<file path="config.mk">
export PLATFORM = sky130hd
export DESIGN_NAME = addsub_seq_ctrl
export DESIGN_NICKNAME = d
export VERILOG_FILES = /design/src/rtl/addsub_seq_ctrl.sv
export SDC_FILE = /design/constraint.sdc
export NUM_CORES = 1
export LEC_CHECK = 0
export ABC_AREA = 1
export CAP_MARGIN = 20
export CORE_UTILIZATION = 40
export DETAILED_ROUTE_END_ITERATION = 10
export PLACE_DENSITY = 0.78
export SYNTH_ARGS = -nofsm -noshare
export SYNTH_HDL_FRONTEND = slang
export SYNTH_SLANG_ARGS = --single-unit
</file>
<file path="constraint.sdc">
create_clock -name clk -period 4.4 [get_ports clk]
set_clock_uncertainty 0.2 [all_clocks]
set_input_delay 0.88 -clock clk [delete_from_list [all_inputs] [get_ports clk]]
set_output_delay 0.88 -clock clk [all_outputs]
set_load 0.005 [all_outputs]
</file>
<file path="src/rtl/addsub_seq_ctrl.sv">
// Multi-byte add/subtract sequencer: streams LSB-first byte slices of the
// latched operands through an external 8-bit inverter + ripple adder.
module addsub_seq_ctrl #(
  parameter int unsigned NBYTES = 4
) (
  input  logic                clk,
  input  logic                rst_n,
  input  logic                in_valid,
  output logic                in_ready,
  input  logic                op_sub,
  input  logic [8*NBYTES-1:0] a,
  input  logic [8*NBYTES-1:0] b,
  output logic [7:0]          dp_a,
  output logic [7:0]          dp_b,
  output logic                dp_m,
  output logic                dp_cin,
  input  logic [7:0]          dp_sum,
  input  logic                dp_cout,
  output logic                out_valid,
  input  logic                out_ready,
  output logic [8*NBYTES-1:0] result,
  output logic                carry_out,
  output logic                overflow,
  output logic                zero
);

  localparam int unsigned   IW   = (NBYTES > 1) ? $clog2(NBYTES) : 1;
  localparam logic [IW-1:0] LAST = IW'(NBYTES - 1);

  typedef enum logic [1:0] {IDLE, RUN, HOLD} state_t;

  state_t                   state, state_n;
  logic [NBYTES-1:0][7:0]   a_q, b_q, res_q;
  logic                     sub_q;
  logic [IW-1:0]            idx;
  logic                     cy;
  logic                     zacc;
  logic                     accept;
  logic                     last;

  assign last   = (idx == LAST);
  assign accept = in_valid && in_ready;
  assign result = res_q;

  always_ff @(posedge clk or negedge rst_n) begin
    if (!rst_n) state <= IDLE;
    else        state <= state_n;
  end

  always_comb begin
    state_n   = state;
    in_ready  = 1'b0;
    out_valid = 1'b0;
    dp_a      = '0;
    dp_b      = '0;
    dp_m      = 1'b0;
    dp_cin    = 1'b0;
    unique case (state)
      IDLE: begin
        // Held low while reset is asserted so no request is taken during reset.
        in_ready = rst_n;
        if (in_valid && rst_n) state_n = RUN;
      end
      RUN: begin
        dp_a   = a_q[idx];
        dp_b   = b_q[idx];
        dp_m   = sub_q;
        dp_cin = cy;
        if (last) state_n = HOLD;
      end
      HOLD: begin
        out_valid = 1'b1;
        if (out_ready) state_n = IDLE;
      end
      default: state_n = IDLE;
    endcase
  end

  always_ff @(posedge clk or negedge rst_n) begin
    if (!rst_n) begin
      a_q       <= '0;
      b_q       <= '0;
      sub_q     <= 1'b0;
      idx       <= '0;
      cy        <= 1'b0;
      zacc      <= 1'b0;
      res_q     <= '0;
      carry_out <= 1'b0;
      overflow  <= 1'b0;
      zero      <= 1'b0;
    end else if (accept) begin
      a_q   <= a;
      b_q   <= b;
      sub_q <= op_sub;
      idx   <= '0;
      cy    <= op_sub;
      zacc  <= 1'b1;
    end else if (state == RUN) begin
      res_q[idx] <= dp_sum;
      cy         <= dp_cout;
      // Running zero flag avoids re-reading earlier bytes (works for NBYTES=1 too).
      zacc       <= zacc && (dp_sum == 8'h00);
      if (last) begin
        idx       <= '0;
        carry_out <= dp_cout;
        overflow  <= (a_q[NBYTES-1][7] == (b_q[NBYTES-1][7] ^ sub_q)) &&
                     (dp_sum[7] != a_q[NBYTES-1][7]);
        zero      <= zacc && (dp_sum == 8'h00);
      end else begin
        idx <= idx + 1'b1;
      end
    end
  end

endmodule
</file>
==> results of run 1 <==
routing by layer:
metal	wire length, um	up-vias
met4	217	0
li1	-	2038
met2	5520	156
met3	643	21
met1	5260	1970
met5	0	-
report_power, final:
| part | internal (mW) | switching, mW | total (mW) |
|---|---|---|---|
| logic | 0.881 | 0.965 | 1.85 |
| clock network | 0.446 | 0.360 | 0.806 |
| registers | 1.44 | 0.266 | 1.71 |
synth_stat cells:
cell / count
nand2_1: 253
dfrtp_1: 106
nor2_1: 73
o21ai_0: 59
a21oi_1: 17
inv_1: 16
buf_2: 12
buf_6: 8
o21ai_2: 8
buf_4: 6
ha_1: 4
inv_2: 4
nor2_4: 3
buf_1: 2
clkbuf_2: 2
nand3_1: 2
clkbuf_1: 1
nand4_1: 1
o211ai_1: 1
o31ai_1: 1
worst register-to-register path: cells and delay by family (launching register included):
family                   cells  cell delay (ns)
AO/OA/AOI/OAI                1             0.33
adder cells (fa/ha/maj)      1             0.28
buffers and inverters        2             0.67
flip-flops                   1             0.36
AND/OR/NAND/NOR              1             0.32
state kept, by name, indices dropped and copies added (netlist names):
| register | count |
|---|---|
| sub_q | 1 |
| b_q | 32 |
| state | 2 |
| zacc | 1 |
| cy | 1 |
| carry_out | 1 |
| a_q | 32 |
| result | 32 |
| idx | 2 |
| zero | 1 |
| overflow | 1 |
cell type report:
| cell class | instances | area [um2] | area share |
|---|---|---|---|
| flip-flops and latches | 106 | 2650 | 0.418 |
| multi-input cells | 422 | 1790 | 0.282 |
| repair buffers | 137 | 1360 | 0.214 |
| clock buffers | 9 | 225 | 0.0355 |
| well taps | 143 | 179 | 0.0282 |
| inverters | 20 | 75.1 | 0.0118 |
| clock inverters | 6 | 73.8 | 0.0116 |
cells by family (layout without fill, tap and decap cells):
group / after synthesis / after routing
AO/OA/AOI/OAI: 86 / 86
adder cells (fa/ha/maj): 4 / 4
flip-flops: 106 / 106
buffers and inverters: 51 / 172
AND/OR/NAND/NOR: 332 / 332
through the flow:
stage	cells	worst slack (ns)	area, um2	power, mW	hold WS (ns)
after floorplan	579	2.24	4730	2.73	0.237
after global placement	828	1.33	6050	3.51	0.251
after detailed placement	828	1.27	6050	3.58	0.253
after CTS	843	0.895	6350	4.40	0.271
after global routing	843	0.738	6350	4.71	0.291
final	843	0.932	6350	4.36	0.268
path summary, 6_finish.rpt:
check / slack, ns / from / to
max: 0.93 / idx[0]$_DFFE_PN0P_ / dp_a[6]
min: 0.27 / b_q[13]$_DFFE_PN0P_ / b_q[13]$_DFFE_PN0P_
max reg2reg: 2.15 / idx[1]$_DFFE_PN0P_ / result[13]$_DFFE_PN0P_
min reg2reg: 0.27 / b_q[13]$_DFFE_PN0P_ / b_q[13]$_DFFE_PN0P_
max in group asynchronous: 2.40 / rst_n / b_q[10]$_DFFE_PN0P_
min in group asynchronous: 0.44 / rst_n / result[24]$_DFFE_PN0P_
==> impl_metrics.yaml, run 1 <==
drt:
  drt_first_pass_iters: 4
  vias: 4185
  ant_nets: 0
  drt-initial-drc-count: 370
  wl_per_cell_um: 13.8
  viasPerCell: 4.96
  routed_wl_mm: 11.6
  drc: 0
clocking:
  cts_hold_buf: 0
  clk_latency_ns: 0.34
  path_clk_slew_ns: 0.07
  cts.htree.levels: 3
  postCtsSetupBuffers: 0
  cts-buffers-inserted: 9
  cts.sinks: 106
  cts_root_buffer: "clkbuf_16"
  clk_path_buf_depth: 2
  cts_tree: "done"
  cts-resized-gates: 0
sta:
  setup_violations: 0
  rsz0062_at_grt: "false"
  period_share: 0.788
  fmax_mhz: 288
  hold_viol: 0
  tns_ns: 0
  fin_crit_ns: 3.47
  tightest_slew_ns: 1.00
  slew_viol_final: 0
  relSlewSlack: 0.331
setup_path:
  max_stage_delay_ns: 0.65
  worstPathRequired_ns: 3.32
  critPathTopFamily: "buffers and inverters"
  crit_arrival_ns: 2.39
  critPathKind: "reg2out"
  path_depth: 4
  cp-start-kind: "flip-flop"
  cp_max_fo: 35
  cp_num_buf_inv: 2
  ff2ff_path_depth: 5
  crit_chain: "inv_1, o21ai_0, a21oi_1, clkdlybuf4s50_1"
  crit_slowest_cell: "inv_1"
  endpoint_kind: "output pin"
place:
  port_buffers: 132
  dp_hpwl_mm: 8.24
  routabilityCongestion: 0.799
grt:
  grt_util_met2: 0.323
  top_usage_layer: "met2"
  first_global_vias: 4091
  grt_pass1_wl_mm: 19.7
  gr-total-overflow: 0
  antenna_found_initial: 0
  grt.met3_usage: 0.0350
  grt_max_degree: 69
  grt_usage: 0.198
  grt_use_met1: 0.265
power:
  peakVddDrop_mv: 0.359
  powerDensity_mw_per_mm2: 687
  p_leak_nw: 3.07
synth:
  synth-xor-area-share: 0
  ys_seq_elements: 106
  synth_area_leader_cell: "dfrtp_1"
  synth_compound_area_frac: 0.0983
  synth_area_leaders: "dfrtp_1, nand2_1, o21ai_0, nor2_1, buf_6"
  synth_cells: 579
  syn_nets: 661
  synth_fa_ha_area_frac: 0.0106
  synth-simple-area-share: 0.269
  synth_cell_types: 20
  synth_top_area_share: 0.560
  seq_area_frac_synth: 0.560
  synth.area.mux_share: 0
  syn-cell-area_mm2: 0.00473
  synth.avg_cell_area_um2: 8.17
  synth_warnings: 0
  synth_top_family_by_area: "simple AND/OR/NAND/NOR gates"
cells_and_area:
  final_common_cell: "nand2_1"
  fillers: 1035
  final_cell_mix: "nand2_1, clkdlybuf4s50_1, dfrtp_1, nor2_1, o21ai_0"
  final_nets: 778
  drive_gt1_frac: 0.0514
  syn_to_final_growth_pct: 34.2
  fin_util: 0.554
  num_antenna_cells: 0
outcome:
  status: "completed"
floorplanning:
  fp.coreArea_mm2: 0.0115
  initial_core_util: 0.413
  dieArea_mm2: 0.0123
  die_y_um: 111
  std_cell_rows: 39
  die_w_um: 111
  ios: 133
hold_path:
  hp-class: "reg2reg"
  hold_depth: 2
flow_run:
  max-cap-violations: 0
Note: power is estimated with default switching activity, not from simulation.
==> inputs of run 2 (changes only) <==
- clock period: 4.4 -> 3.55 ns (I/O delays scaled with it)
==> impl_metrics.yaml, run 2 (synthesis gave the netlist of run 1 again) <==
floorplanning:
  std_cell_rows: 39
  die_w_um: 111
  ios: 133
  fp.coreArea_mm2: 0.0115
  dieArea_mm2: 0.0123
  die_y_um: 111
  initial_core_util: 0.413
power:
  powerDensity_mw_per_mm2: 843
  clock_power_share: 0.172
  p_leak_nw: 3.07
  netSwitchingPower_mw: 1.97
  p_sw_frac: 0.367
  pwr-share-seq: 0.393
  finalPower_mw: 5.36
  comb_power_share: 0.434
  peakVddDrop_mv: 0.426
  p_int_mw: 3.39
clocking:
  cts_tree: "done"
  cts_hold_buf: 0
  cts-resized-gates: 0
  clk_path_buf_depth: 2
  cts-buffers-inserted: 9
  cts.htree.levels: 3
  path_clk_slew_ns: 0.07
  clk_latency_ns: 0.34
  cts_root_buffer: "clkbuf_16"
  cts.sinks: 106
  postCtsSetupBuffers: 0
sta:
  rsz0062_at_grt: "false"
  slew_viol_final: 0
  hold_viol: 0
  setup_violations: 0
  tightest_slew_ns: 1.00
  fmax_mhz: 335
  fin_crit_ns: 2.99
  tns_ns: 0
  period_share: 0.841
  relSlewSlack: 0.330
drt:
  routed_wl_mm: 11.7
  vias: 4149
  drt-initial-drc-count: 281
  drt_first_pass_iters: 5
  ant_nets: 0
  drc: 0
  viasPerCell: 4.90
  wl_per_cell_um: 13.9
cells_and_area:
  ff_latch_area_mm2: 0.00265
  drive_gt1_frac: 0.0512
  syn_to_final_growth_pct: 34.4
  fillers: 1025
  fin_area_mm2: 0.00636
  num_antenna_cells: 0
  final_common_cell: "nand2_1"
  multi_input_area_mm2: 0.00179
  final_cell_mix: "nand2_1, clkdlybuf4s50_1, dfrtp_1, nor2_1, o21ai_0"
  final_nets: 780
grt:
  first_global_vias: 4166
  grt_max_degree: 83
  gr-total-overflow: 0
  grt_usage: 0.198
  antenna_found_initial: 0
  grt_pass1_wl_mm: 19.7
setup_path:
  crit_chain: "buf_4, nor2_1, nor2_1, o21ai_0, a21oi_1, clkdlybuf4s50_1"
  endpoint_kind: "output pin"
  crit_arrival_ns: 2.08
  max_stage_delay_ns: 0.53
  critPathTopFamily: "buffers and inverters"
  cp_num_buf_inv: 2
  r2r-start: "idx[0]$_DFFE_PN0P_"
  worstPathRequired_ns: 2.64
  crit_slowest_cell: "clkdlybuf4s50_1"
  cpMostUsedCell: "nor2_1"
  critPathKind: "reg2out"
  cp-start-kind: "flip-flop"
  cp_max_fo: 35
  cp-startpoint: "idx[0]$_DFFE_PN0P_"
hold_path:
  hp-class: "in2async"
place:
  port_buffers: 132
  dpl_cell_area_mm2: 0.00606
  dp_hpwl_mm: 8.16
  routabilityCongestion: 0.819
flow_run:
  max-cap-violations: 0
outcome:
  status: "completed"
run 2: changes by cell type in the layout (fill, tap and decap cells not counted):
| cell | before | now |
|---|---|---|
| clkbuf_1 | 0 | 3 |
| inv_6 | 3 | 0 |
| clkinvlp_4 | 0 | 1 |
| clkbuf_8 | 0 | 1 |
| buf_16 | 0 | 1 |
| bufinv_16 | 1 | 0 |
| buf_4 | 6 | 7 |
run 2: layout make-up:
cell class,count,area share
timing repair buffer,139,0.219
tap,143,0.0281
clock inverter,3,0.00393
sequential,106,0.417
clock buffer,13,0.0393
multi-input combinational,422,0.281
inverter,20,0.0118
run 2: worst register-to-register path, cell delays in order (launching register included):
cell and delay [ns]:
dfrtp_1 0.38, buf_4 0.26, ha_1 0.24, inv_1 0.11, nor2_4 0.06, inv_1 0.60, o31ai_1 0.20
run 2: worst paths after layout:
check                                         to  slack, ns  cells after the start
min in group clk             b_q[27]$_DFFE_PN0P_       0.27                      2
hold reg to reg              b_q[27]$_DFFE_PN0P_       0.27                      2
max in group asynchronous  result[4]$_DFFE_PN0P_       2.11                      3
setup reg to reg            state[1]$_DFFE_PN0P_       1.36                      6
setup / recovery                         dp_b[3]       0.56                      6
hold / removal                  zacc$_DFFE_PN0P_       0.07                      1
run 2: routing by layer:
metal | global-route usage | share of wire | vias up | routed length (um)
met5 | 0 | 0 | - | 0
met4 | 0.0738 | 0.022 | 0 | 254
met3 | 0.0306 | 0.058 | 20 | 677
met2 | 0.327 | 0.47 | 148 | 5570
met1 | 0.262 | 0.45 | 1943 | 5240
li1 | - | - | 2038 | -
run 2: stage by stage:
stage	hold WS, ns	std cells	util	worst slack, ns
global placement	0.249	829	0.528	0.909
detailed placement	0.253	829	0.528	0.893
CTS	0.0767	845	0.552	0.575
finish	0.0672	846	0.555	0.563
floorplan	0.214	579	-	1.56
global route	0.0933	846	0.555	0.377
run 2: power by group through the flow:
stage	registers, mW	clock network, mW	logic, mW
floorplan	2.07	0	1.32
global placement	2.09	0	2.26
detailed placement	2.12	0	2.34
CTS	2.10	0.941	2.35
global route	2.17	0.988	2.62
finish	2.11	0.925	2.33
==> inputs of run 3 (changes only) <==
- PLACE_DENSITY: 0.78 -> 0.8
- clock period: 3.55 -> 2.5 ns (I/O delays scaled with it)
==> impl_metrics.yaml, run 3 (synthesis gave the netlist of run 1 again) <==
drt:
  drt-initial-drc-count: 308
  routed_wl_mm: 12.7
  wl_per_cell_um: 14.8
  viasPerCell: 4.98
  drt_first_pass_iters: 5
  drc: 0
  ant_nets: 0
  vias: 4283
clocking:
  clk_latency_ns: 0.34
  clk_path_buf_depth: 2
  cts.htree.levels: 3
  path_clk_slew_ns: 0.07
  cts_hold_buf: 0
  cts_tree: "done"
  cts.sinks: 106
  cts_root_buffer: "clkbuf_16"
  cts-buffers-inserted: 9
cells_and_area:
  stdcell_count: 860
  final_cell_mix: "nand2_1, clkdlybuf4s50_1, dfrtp_1, nor2_1, o21ai_0"
  num_antenna_cells: 0
  final_common_cell: "nand2_1"
  final_nets: 794
  multi_input_area_mm2: 0.00179
  syn_to_final_growth_pct: 39.4
  drive_gt1_frac: 0.0795
  ff_latch_area_mm2: 0.00265
  fillers: 982
setup_path:
  cp_num_buf_inv: 4
  crit_arrival_ns: 1.75
  worstPathRequired_ns: 1.80
  crit_slowest_cell: "dfrtp_1"
  cpMostUsedCell: "buf_4"
  cp_max_fo: 7
  endpoint_kind: "output pin"
  crit_chain: "clkinvlp_4, buf_4, buf_4, nor2_1, o21ai_0, a21oi_1, clkdlybuf4s15_1"
  max_stage_delay_ns: 0.42
  critPathKind: "reg2out"
  critPathTopFamily: "buffers and inverters"
  cp-start-kind: "flip-flop"
place:
  routabilityCongestion: 0.821
  placedCellCount: 836
  dp_hpwl_mm: 8.70
  port_buffers: 132
sta:
  holdWs_ns: 0.0938
  period_share: 0.979
  rsz0062_at_grt: "true"
  slew_viol_final: 0
  fin_crit_ns: 2.45
  tightest_slew_ns: 0.698
  setup_violations: 0
  tns_ns: 0
  relSlewSlack: 0.535
  fmax_mhz: 409
  hold_viol: 0
floorplanning:
  dieArea_mm2: 0.0123
  die_w_um: 111
  std_cell_rows: 39
  initial_core_util: 0.413
  die_y_um: 111
  fp.coreArea_mm2: 0.0115
  ios: 133
power:
  p_leak_nw: 3.37
  peakVddDrop_mv: 0.558
  powerDensity_mw_per_mm2: 1220
  finalPower_mw: 8.05
grt:
  first_global_vias: 4136
  antenna_found_initial: 0
  grt_usage: 0.205
  grt_max_degree: 63
  grt_pass1_wl_mm: 20.3
  gr-total-overflow: 0
hold_path:
  hp-class: "in2async"
outcome:
  status: "completed"
flow_run:
  max-cap-violations: 0
-- run 3: changes by cell type in the layout (fill, tap and decap cells not counted), moves of 2 or more --
cell | previous run | this run
clkdlybuf4s50_1 | 131 | 115
dlymetal6s2s_1 | 0 | 12
buf_4 | 7 | 15
buf_12 | 0 | 4
clkbuf_1 | 3 | 0
clkbuf_16 | 9 | 11
clkinvlp_4 | 1 | 3
dlygate4sd2_1 | 0 | 2
inv_1 | 16 | 14
inv_4 | 0 | 2
inv_6 | 0 | 2
-- run 3: worst paths after layout --
kind                                          from               endpoint  slack, ns  cells past startpoint
worst max-delay path            idx[1]$_DFFE_PN0P_                dp_b[5]       0.05                      7
worst min-delay path                         rst_n       zero$_DFFE_PN0P_       0.09                      2
worst min register to register  b_q[8]$_DFFE_PN0P_     b_q[8]$_DFFE_PN0P_       0.27                      2
max in group asynchronous                    rst_n     idx[0]$_DFFE_PN0P_       0.82                      3
worst max register to register  idx[1]$_DFFE_PN0P_  result[0]$_DFFE_PN0P_       0.54                      6
min in group clk                b_q[8]$_DFFE_PN0P_     b_q[8]$_DFFE_PN0P_       0.27                      2
-- run 3: per-stage QoR --
stage          instance area, um2   util  setup slack, ns
2_1_floorplan                4730      -            0.719
3_3_place_gp                 6140  0.535            0.192
3_5_place_dp                 6140  0.535            0.128
4_1_cts                      6470  0.564           -0.134
5_1_grt                      6600  0.575          -0.0905
6_report                     6600  0.575           0.0524
-- run 3: layout make-up --
type                       count  area share
inverter                      20      0.0127
multi-input combinational    422       0.271
sequential                   106       0.402
clock buffer                   9      0.0341
clock inverter                 7      0.0116
timing repair buffer         153       0.241
tap                          143      0.0271
-- run 3: per-layer routing --
metal / vias up / global-route usage / wire [um]
met2: 172 / 0.342 / 6270
met3: 9 / 0.0492 / 779
met1: 2041 / 0.271 / 5540
met5: - / 0 / 0
li1: 2061 / - / -
met4: 0 / 0.0462 / 108
-- run 3: power breakdown --
part | internal (mW) | switching [mW] | leakage [nW] | total, mW
Sequential | 2.54 | 0.494 | 1.31 | 3.03
Combinational | 1.77 | 1.82 | 1.92 | 3.58
Clock | 0.784 | 0.644 | 0.142 | 1.43
-- run 3: worst reg2reg max path, delay by kind of cell (launching register included) --
kind | cells | cell delay [ns]
compound gates | 1 | 0.18
simple gates | 1 | 0.41
fa+ha+maj | 1 | 0.18
buf+inv | 3 | 0.44
flops | 1 | 0.42
-- run 3: timing repair --
item,in CTS,in global routing
pin swaps,0,3
endpoints found under the setup margin,18,12
gates cloned,0,2
buffers inserted,2,4
gates resized for setup,8,21
